File: config.mk
export PLATFORM = sky130hd
export DESIGN_NAME = mem_access_unit
export DESIGN_NICKNAME = d
export VERILOG_FILES = /design/src/rtl/mem_access_unit_pkg.sv /design/src/rtl/mem_lane_align.sv /design/src/rtl/mem_access_unit.sv
export SDC_FILE = /design/constraint.sdc
export NUM_CORES = 1
export LEC_CHECK = 0
export BUFFER_PORTS_ARGS = -buffer_cell sky130_fd_sc_hd__buf_2
export CAP_MARGIN = 20
export CORE_MARGIN = 2
export CORE_UTILIZATION = 30
export DETAILED_ROUTE_END_ITERATION = 7
export PLACE_DENSITY = 0.61
export SLEW_MARGIN = 20
export SYNTH_ARGS = -nofsm -noshare
export SYNTH_HDL_FRONTEND = slang
export SYNTH_SLANG_ARGS = --single-unit
File: constraint.sdc
create_clock -name clk -period 3.9 [get_ports clk]
set_input_delay 0.78 -clock clk [delete_from_list [all_inputs] [get_ports clk]]
set_output_delay 0.78 -clock clk [all_outputs]
set_load 0.005 [all_outputs]
File: src/rtl/mem_access_unit_pkg.sv
// Shared access-mode definitions for the MEM-stage load/store path.
package mem_access_unit_pkg;

  localparam int unsigned MMD_W = 3;

  typedef logic [MMD_W-1:0] mmd_t;

  localparam mmd_t MMD_LB  = 3'b000;
  localparam mmd_t MMD_LBU = 3'b001;
  localparam mmd_t MMD_LH  = 3'b010;
  localparam mmd_t MMD_LHU = 3'b011;
  localparam mmd_t MMD_LW  = 3'b100;

  // Encodings above LW are reserved and must fault.
  function automatic logic mmd_legal(input mmd_t m);
    return (m <= MMD_LW);
  endfunction

endpackage

File: src/rtl/mem_lane_align.sv
// Byte-lane steering for the data bus: store enables/replication,
// load lane selection with extension, and alignment checking.
module mem_lane_align
  import mem_access_unit_pkg::*;
(
  input  logic [2:0]  mode,
  input  logic [1:0]  off,
  input  logic [31:0] wdata,
  output logic [3:0]  be,
  output logic [31:0] wrep,
  output logic        aligned,
  output logic        mode_ok,
  input  logic [2:0]  ld_mode,
  input  logic [1:0]  ld_off,
  input  logic [31:0] rdata,
  output logic [31:0] rext
);

  // Store side: byte enables, data replication and alignment for the
  // access being presented.
  always_comb begin
    be      = '0;
    wrep    = '0;
    aligned = 1'b0;
    mode_ok = mmd_legal(mode);
    case (mode)
      MMD_LB, MMD_LBU: begin
        be      = 4'b0001 << off;
        wrep    = {4{wdata[7:0]}};
        aligned = 1'b1;
      end
      MMD_LH, MMD_LHU: begin
        be      = off[1] ? 4'b1100 : 4'b0011;
        wrep    = {2{wdata[15:0]}};
        aligned = ~off[0];
      end
      MMD_LW: begin
        be      = 4'b1111;
        wrep    = wdata;
        aligned = (off == 2'b00);
      end
      default: begin
        be      = '0;
        wrep    = '0;
        aligned = 1'b0;
      end
    endcase
  end

  logic [7:0]  rbyte;
  logic [15:0] rhalf;

  // Load side: pick the addressed lane of the returned word and extend it.
  always_comb begin
    rbyte = '0;
    rhalf = '0;
    rext  = '0;
    case (ld_off)
      2'd0:    rbyte = rdata[7:0];
      2'd1:    rbyte = rdata[15:8];
      2'd2:    rbyte = rdata[23:16];
      default: rbyte = rdata[31:24];
    endcase
    rhalf = ld_off[1] ? rdata[31:16] : rdata[15:0];
    case (ld_mode)
      MMD_LB:  rext = {{24{rbyte[7]}}, rbyte};
      MMD_LBU: rext = {24'h0, rbyte};
      MMD_LH:  rext = {{16{rhalf[15]}}, rhalf};
      MMD_LHU: rext = {16'h0, rhalf};
      MMD_LW:  rext = rdata;
      default: rext = '0;
    endcase
  end

endmodule

File: src/rtl/mem_access_unit.sv
// MEM-stage load/store engine: runs one req/ack bus transaction per
// access, stalls the pipeline while it is outstanding, and reports faults.
module mem_access_unit
  import mem_access_unit_pkg::*;
#(
  parameter int unsigned TIMEOUT_CYCLES = 255
) (
  input  logic        clk,
  input  logic        rstN,
  input  logic        memMemRead,
  input  logic        memMemWrite,
  input  logic [2:0]  memMemMode,
  input  logic [31:0] memALUOut,
  input  logic [31:0] memWriteToMemData,
  output logic        memStall,
  output logic [31:0] memReadData,
  output logic        memFault,
  output logic        busReq,
  output logic        busWe,
  output logic [31:0] busAddr,
  output logic [31:0] busWData,
  output logic [3:0]  busBe,
  input  logic        busAck,
  input  logic [31:0] busRData,
  input  logic        busErr
);

  localparam logic [1:0] S_IDLE  = 2'd0;
  localparam logic [1:0] S_WAIT  = 2'd1;
  localparam logic [1:0] S_DONE  = 2'd2;
  localparam logic [1:0] S_FAULT = 2'd3;

  localparam logic [7:0] TO_LAST = 8'(TIMEOUT_CYCLES - 1);

  logic [1:0]  state;
  logic [7:0]  cnt;
  logic [2:0]  ld_mode;
  logic [1:0]  ld_off;
  logic        ld_is_load;

  logic [3:0]  be;
  logic [31:0] wrep;
  logic [31:0] rext;
  logic        aligned;
  logic        mode_ok;
  logic        access;
  logic        legal;

  // Mode and lane offset are captured at issue so load extraction does not
  // depend on the stage register staying put through the ack edge.
  mem_lane_align u_align (
    .mode    (memMemMode),
    .off     (memALUOut[1:0]),
    .wdata   (memWriteToMemData),
    .be      (be),
    .wrep    (wrep),
    .aligned (aligned),
    .mode_ok (mode_ok),
    .ld_mode (ld_mode),
    .ld_off  (ld_off),
    .rdata   (busRData),
    .rext    (rext)
  );

  assign access   = memMemRead | memMemWrite;
  assign legal    = ~(memMemRead & memMemWrite) & mode_ok & aligned;
  assign memStall = ((state == S_IDLE) & access) | (state == S_WAIT);

  // Transaction FSM with registered bus outputs and result/fault flags.
  always_ff @(posedge clk or negedge rstN) begin
    if (!rstN) begin
      state       <= S_IDLE;
      cnt         <= '0;
      ld_mode     <= '0;
      ld_off      <= '0;
      ld_is_load  <= 1'b0;
      busReq      <= 1'b0;
      busWe       <= 1'b0;
      busAddr     <= '0;
      busWData    <= '0;
      busBe       <= '0;
      memReadData <= '0;
      memFault    <= 1'b0;
    end else begin
      memFault <= 1'b0;
      case (state)
        S_IDLE: begin
          if (access) begin
            if (legal) begin
              state      <= S_WAIT;
              busReq     <= 1'b1;
              busWe      <= memMemWrite;
              busAddr    <= {memALUOut[31:2], 2'b00};
              busWData   <= wrep;
              busBe      <= be;
              cnt        <= '0;
              ld_mode    <= memMemMode;
              ld_off     <= memALUOut[1:0];
              ld_is_load <= memMemRead;
            end else begin
              state       <= S_FAULT;
              memFault    <= 1'b1;
              memReadData <= '0;
            end
          end
        end
        S_WAIT: begin
          if (busErr || (!busAck && cnt == TO_LAST)) begin
            state       <= S_FAULT;
            busReq      <= 1'b0;
            memFault    <= 1'b1;
            memReadData <= '0;
          end else if (busAck) begin
            state  <= S_DONE;
            busReq <= 1'b0;
            if (ld_is_load) begin
              memReadData <= rext;
            end
          end else begin
            cnt <= cnt + 8'd1;
          end
        end
        S_DONE:  state <= S_IDLE;
        default: state <= S_IDLE;
      endcase
    end
  end

endmodule

==> Word-level counts from Yosys, hierarchy flattened <==
Index checks and enable logic that the tools add are counted.
{ "totals": {"reg_bits": 117, "in_bits": 105, "out_inout_bits": 104, "wordCells": 90} }
{ "op_classes": {"n_addsub": 1, "n_lt_le_gt_ge": 1, "n_eq_ne": 19, "shift": 1, "muxes": 32, "n_bitwise": 8, "n_reduce_logical": 16} }
{ "ops": {"columns": ["cell", "count"], "rows": [
  ["$mux W32", 5],
  ["$pmux W32 S5", 1],
  ["$pmux W32 S3", 1],
  ["$pmux W32 S2", 1],
  ["$mux W8", 4],
  ["$pmux W8 S3", 1],
  ["$mux W16", 1],
  ["$pmux W8 S2", 1],
  ["$eq A3 B2 Y1 const B", 4],
  ["$pmux W4 S3", 1],
  ["$ne A2 B2 Y1 const B", 5],
  ["$reduce_and A5 Y1", 2],
  ["$add A8 B1 Y8 const B", 1],
  ["$eq A8 B8 Y1 const B", 1],
  ["$mux W2", 4],
  ["$mux W1", 7],
  ["$eq A3 B1 Y1 const B", 2],
  ["$eq A3 B3 Y1 const B", 2],
  ["$logic_not A2 Y1", 3],
  ["$logic_not A3 Y1", 2],
  ["$ne A3 B2 Y1 const B", 2],
  ["$and A1 B1 Y1", 4],
  ["$eq A2 B1 Y1 const B", 2],
  ["$mux W4", 1],
  ["16 further kinds", 20]
]} }

==> Logic depth before layout (Yosys ltp) <==
{ "depth": {"depth_word": 7, "depth_mapped": 9, "ltp_nobuf": 7} }

==> Hierarchy <==
Synthesis repeated with hierarchy kept, for this count alone.
{ "unflattened": {"cells_unflattened": 510, "area_unflattened_um2": 6200.9} }
{ "by_module_without_submodules": {"columns": ["mod", "instances", "cells_per_inst", "area_per_inst_um2"], "rows": [
  ["mem_access_unit", 1, 304, 4790.8],
  ["mem_lane_align", 1, 206, 1410.1]
]} }

==> Worst setup path after synthesis <==
Ideal clock, no wire load.
{ "synth_path": {"path_kind": "in2reg", "startpoint": "input memMemMode[1]", "endpoint": "register busAddr[27]", "setup_time_ns": 0.117, "arrival_ns": 2.182, "required_ns": 3.783, "slack_ns": 1.601, "stages": 9, "path_buffers": 4, "path_cell_list": "buf_6 -> nor4_4 -> nor2_2 -> or4_1 -> buf_2 -> buf_6 -> buf_6 -> nand2_1 -> nand2_1"} }
{ "synth_via": {"elab_chain_cells": 5, "word_cells_on_any_way": 12, "classes_between": "1 x order compare; 4 x eq/ne; 1 x mux; 2 x bitwise; 4 x reduce/logical"} }
{ "synth_rtl": {"columns": ["item", "line", "rtl"], "rows": [
  ["from (decl)", "mem_access_unit.sv:12", "input logic [2:0] memMemMode,"],
  ["$eq A3 B2 Y1 (tied with other cells)", "mem_lane_align.sv:26", "case (mode)"],
  ["$reduce_or A2 Y1", "mem_lane_align.sv:26", null],
  ["$pmux W1 S3", "mem_lane_align.sv:26", null],
  ["$and A1 B1 Y1 *", "mem_access_unit.sv:66", "assign legal = ~(memMemRead & memMemWrite) & mode_ok & aligned;"],
  ["$reduce_and A3 Y1 (no line) *", null, null],
  ["to (signal assigned)", "mem_access_unit.sv:93", "busAddr <= {memALUOut[31:2], 2'b00};"],
  ["to (decl)", "mem_access_unit.sv:20", "output logic [31:0] busAddr,"]
]} }
Mark *: on every way between the ends. The rest lies on a longest branch, timed or not.
A chain may end at the register's enable or synchronous reset.

==> Worst setup path after layout <==
{ "layout_path": {"startpoint": "register state[0]", "endpoint": "register memReadData[20]"} }
{ "layout_via": {"elab_chain_cells": 3, "word_cells_on_any_way": 9, "classes_between": "5 x eq/ne; 1 x mux; 3 x reduce/logical"} }
{ "layout_rtl": {"columns": ["item", "line", "rtl"], "rows": [
  ["from (decl)", "mem_access_unit.sv:35", "logic [1:0] state;"],
  ["from (signal assigned)", "mem_access_unit.sv:72", "state <= S_IDLE;"],
  ["from (signal assigned)", "mem_access_unit.sv:90", "state <= S_WAIT;"],
  ["from (signal assigned)", "mem_access_unit.sv:101", "state <= S_FAULT;"],
  ["$eq A2 B1 Y1 or $logic_not A2 Y1 (tied branches)", "mem_access_unit.sv:86", "case (state)"],
  ["$ne A3 B2 Y1 (no line) (tied with other cells)", null, null],
  ["$reduce_and A5 Y1 (no line)", null, null],
  ["to (signal assigned)", "mem_access_unit.sv:117", "memReadData <= rext;"],
  ["to (decl)", "mem_access_unit.sv:16", "output logic [31:0] memReadData,"]
]} }
Parallel ways exist; a longest one is shown, timed or not.

==> flow_summary.toml <==
[final_layout]
nNetsFinal = 871
instances_no_fill = 1006
regArea_um2 = 2930
fill_cells = 1824
drive_gt1_frac = 0.354
syn_to_final_growth_pct = 32.0
diodes = 0
multi_input_area_um2 = 2460

[grt]
overflow = 0
grtUsageTotal = 0.176
grt_max_degree = 100
antenna_found_initial = 0
grt_pass1_vias = 4814
grt_pass1_wl_um = 27100

[clocking]
cts_max_level = 4
clk_pin_slew_ns = 0.06
cts_root_buf = "clkbuf_16"
cts_tree = "built"
clkLatencyLatePin_ns = 0.42
postCtsSetupRepairBufs = 0
postCtsHoldBufs = 0
clockBufferDepth = 2
cts_sinks = 117
ctsResizeCount = 0
cts_buffers = 17

[synthesis]
synth.area.top_cells = "dfrtp_1, nand2_1, a21oi_1"
ys_ff_latch = 117
yosysTopAreaCell = "dfrtp_1"
synth_area_um2 = 5600
synth_area_per_cell_um2 = 9.87
synth.top_cell.area_share = 0.522
synthCells = 568
ys_seq_area_frac = 0.522
async_reset_ff_frac = 1.00
synth_warnings = 0
ys.flop_type = "dfrtp_1"
synth-edff-count = 0
yosysUniqueCellTypes = 54

[placement]
dp.cells = 974
numPortBuffers = 206
pre_cts_slack_ns = 1.04
finalWeightedCongestion = 0.796
dp_hpwl_um = 12400

[setup_path]
cpPeakStageDelay_ns = 0.69
start_kind = "register"
critPathRequiredTime_ns = 4.25
r2r-end = "memReadData[20]"
path_cells = "or3b_1, a21oi_2, nand3_2, nor3_4, a22o_1"
cp-end-kind = "register"
critPathTopFamily = "simple AND/OR/NAND/NOR gates"
crit_buf_inv = 0
cpMaxStageDelayCell = "nor3_4"
reg2reg_slack_ns = 1.41
cp.arrival_ns = 2.83
crit_path_max_fanout = 17
path_class = "reg2reg"
reg2regPathDepth = 5
reg2reg_from = "state[0]"

[pwr]
p_leak_nw = 3.77
power_density_nw_per_um2 = 674
ir_drop_v = 0.000309

[sta]
drv_slew = 0
fin_ws_ns = 1.41
min_period_ns = 2.49
max-slew-margin-rel = 0.327
final.setup.tns_ns = 0
finalClockSkew_ns = 0.0137
setup_violations = 0
period_share = 0.637
fmax_mhz = 402
max_slew.worst_pin.slew_ns = 1.01
hold_viol_final = 0
rsz0062_at_grt = "no"

[routing]
vias_per_cell = 4.92
wl_per_cell_um = 17.1
wl_um = 17200
drc = 0
initialDrtViolationCount = 262
firstDrtPassIters = 5
vias = 4952
detail-route-antenna-nets = 0

[floorplanning]
dieArea_um2 = 19800
die_w_um = 141
dieHeight_um = 141
initial_core_util = 0.309
pin_count = 209
core_area_um2 = 18100
num_rows = 49

[outcome]
status = "complete, no violations"

[hold_path]
holdCritPathClass = "in2async"

[job]
max_cap_viol_count = 0
-- power by group --
group | leakage (nW) | switching, mW | internal, mW
combinational | 1.97 | 0.838 | 0.711
sequential | 1.53 | 0.295 | 1.59
clock | 0.272 | 0.608 | 0.942
total | 3.77 | 1.74 | 3.24
-- flip-flops by register name (all words and copies together) (netlist names), 2 cells and up --
register and count:
busBe 4, cnt 8, busAddr 30, ld_mode 3, state 2, ld_off 2
busWData 32, memReadData 32
-- layout by cell type, fill, tap and decap left out, drive strengths merged, types with 2 or more instances in the layout --
master / n
a221oi: 8
nor2b: 13
nor2: 22
bufinv: 2
a21o: 2
a211o: 3
or2: 2
nor4: 4
a222oi: 7
inv: 9
a22o: 18
dfrtp: 117
o21a: 2
nand3: 14
o31ai: 8
a31oi: 2
ha: 2
mux2i: 8
xnor2: 3
nand2: 152
clkbuf: 17
nor3: 4
mux2: 9
or3: 4
o21ai: 29
o2bb2ai: 15
clkinv: 5
nand2b: 18
mux4: 7
conb: 2
a21oi: 34
clkinvlp: 5
buf: 216
-- through the flow --
stage                util  cell area, µm²  total power, mW  hold slack, ns
floorplan               -            5610             2.79           0.460
global placement    0.376            6820             3.45           0.448
detailed placement  0.376            6820             3.47           0.457
CTS                 0.408            7400             5.05           0.446
global route        0.408            7400             5.33           0.472
finish              0.408            7400             4.99           0.430
-- worst register-to-register path: stages (launching register included) --
cell and delay [ns]:
dfrtp_1 0.53, or3b_1 0.42, a21oi_2 0.17, nand3_2 0.38, nor3_4 0.69, a22o_1 0.22
-- area by class of cell --
cell class	instances	area share
Sequential cell	117	0.396
Inverter	6	0.00304
Multi-Input combinational cell	406	0.332
Clock inverter	15	0.0211
Timing Repair Buffer	216	0.152
Clock buffer	17	0.0575
Tap cell	229	0.0387
-- per-layer routing --
metal	track usage	wire, µm	vias to the layer above
met4	0.0505	184	0
met5	0	0	-
met2	0.277	7840	203
met1	0.233	7740	2352
li1	-	-	2382
met3	0.0601	1420	15
-- Yosys cell counts (5+ instances only) --
cell type    n
o31ai_1      8
a221oi_1     8
nand2_1    152
mux2i_1      8
buf_4        7
nor2_1      21
mux4_2       7
o21ai_0     24
o2bb2ai_1   15
buf_2       10
nand2b_1    18
nand3_1     13
clkbuf_1    18
inv_1        6
a22o_1      18
nor2b_1     13
o21ai_1      5
dfrtp_1    117
mux2_2       9
a21oi_1     33
a222oi_1     7
-- logic make-up after synthesis --
logic type,share of synthesized area
AO/OA/AOI/OAI,0.163
adder cells (fa/ha/maj),0.00625
XOR/XNOR,0.00625
buffers and inverters,0.0417
flip-flops,0.522
other,0.000669
AND/OR/NAND/NOR,0.200
multiplexers,0.0605
-- worst max path at each step --
stage / from / to / slack (ns) / cells past startpoint
finish: state[0] / memReadData[20] / 1.41 / 5
global route: state[0] / memReadData[20] / 1.22 / 5
CTS: state[0] / memReadData[20] / 1.41 / 5
detailed placement: memMemMode[1] / busWData[24] / 1.04 / 5
global placement: busErr / memReadData[27] / 1.08 / 6
floorplan: memMemMode[1] / busAddr[27] / 1.60 / 9
No activity file was read; power rests on OpenSTA's default activity.
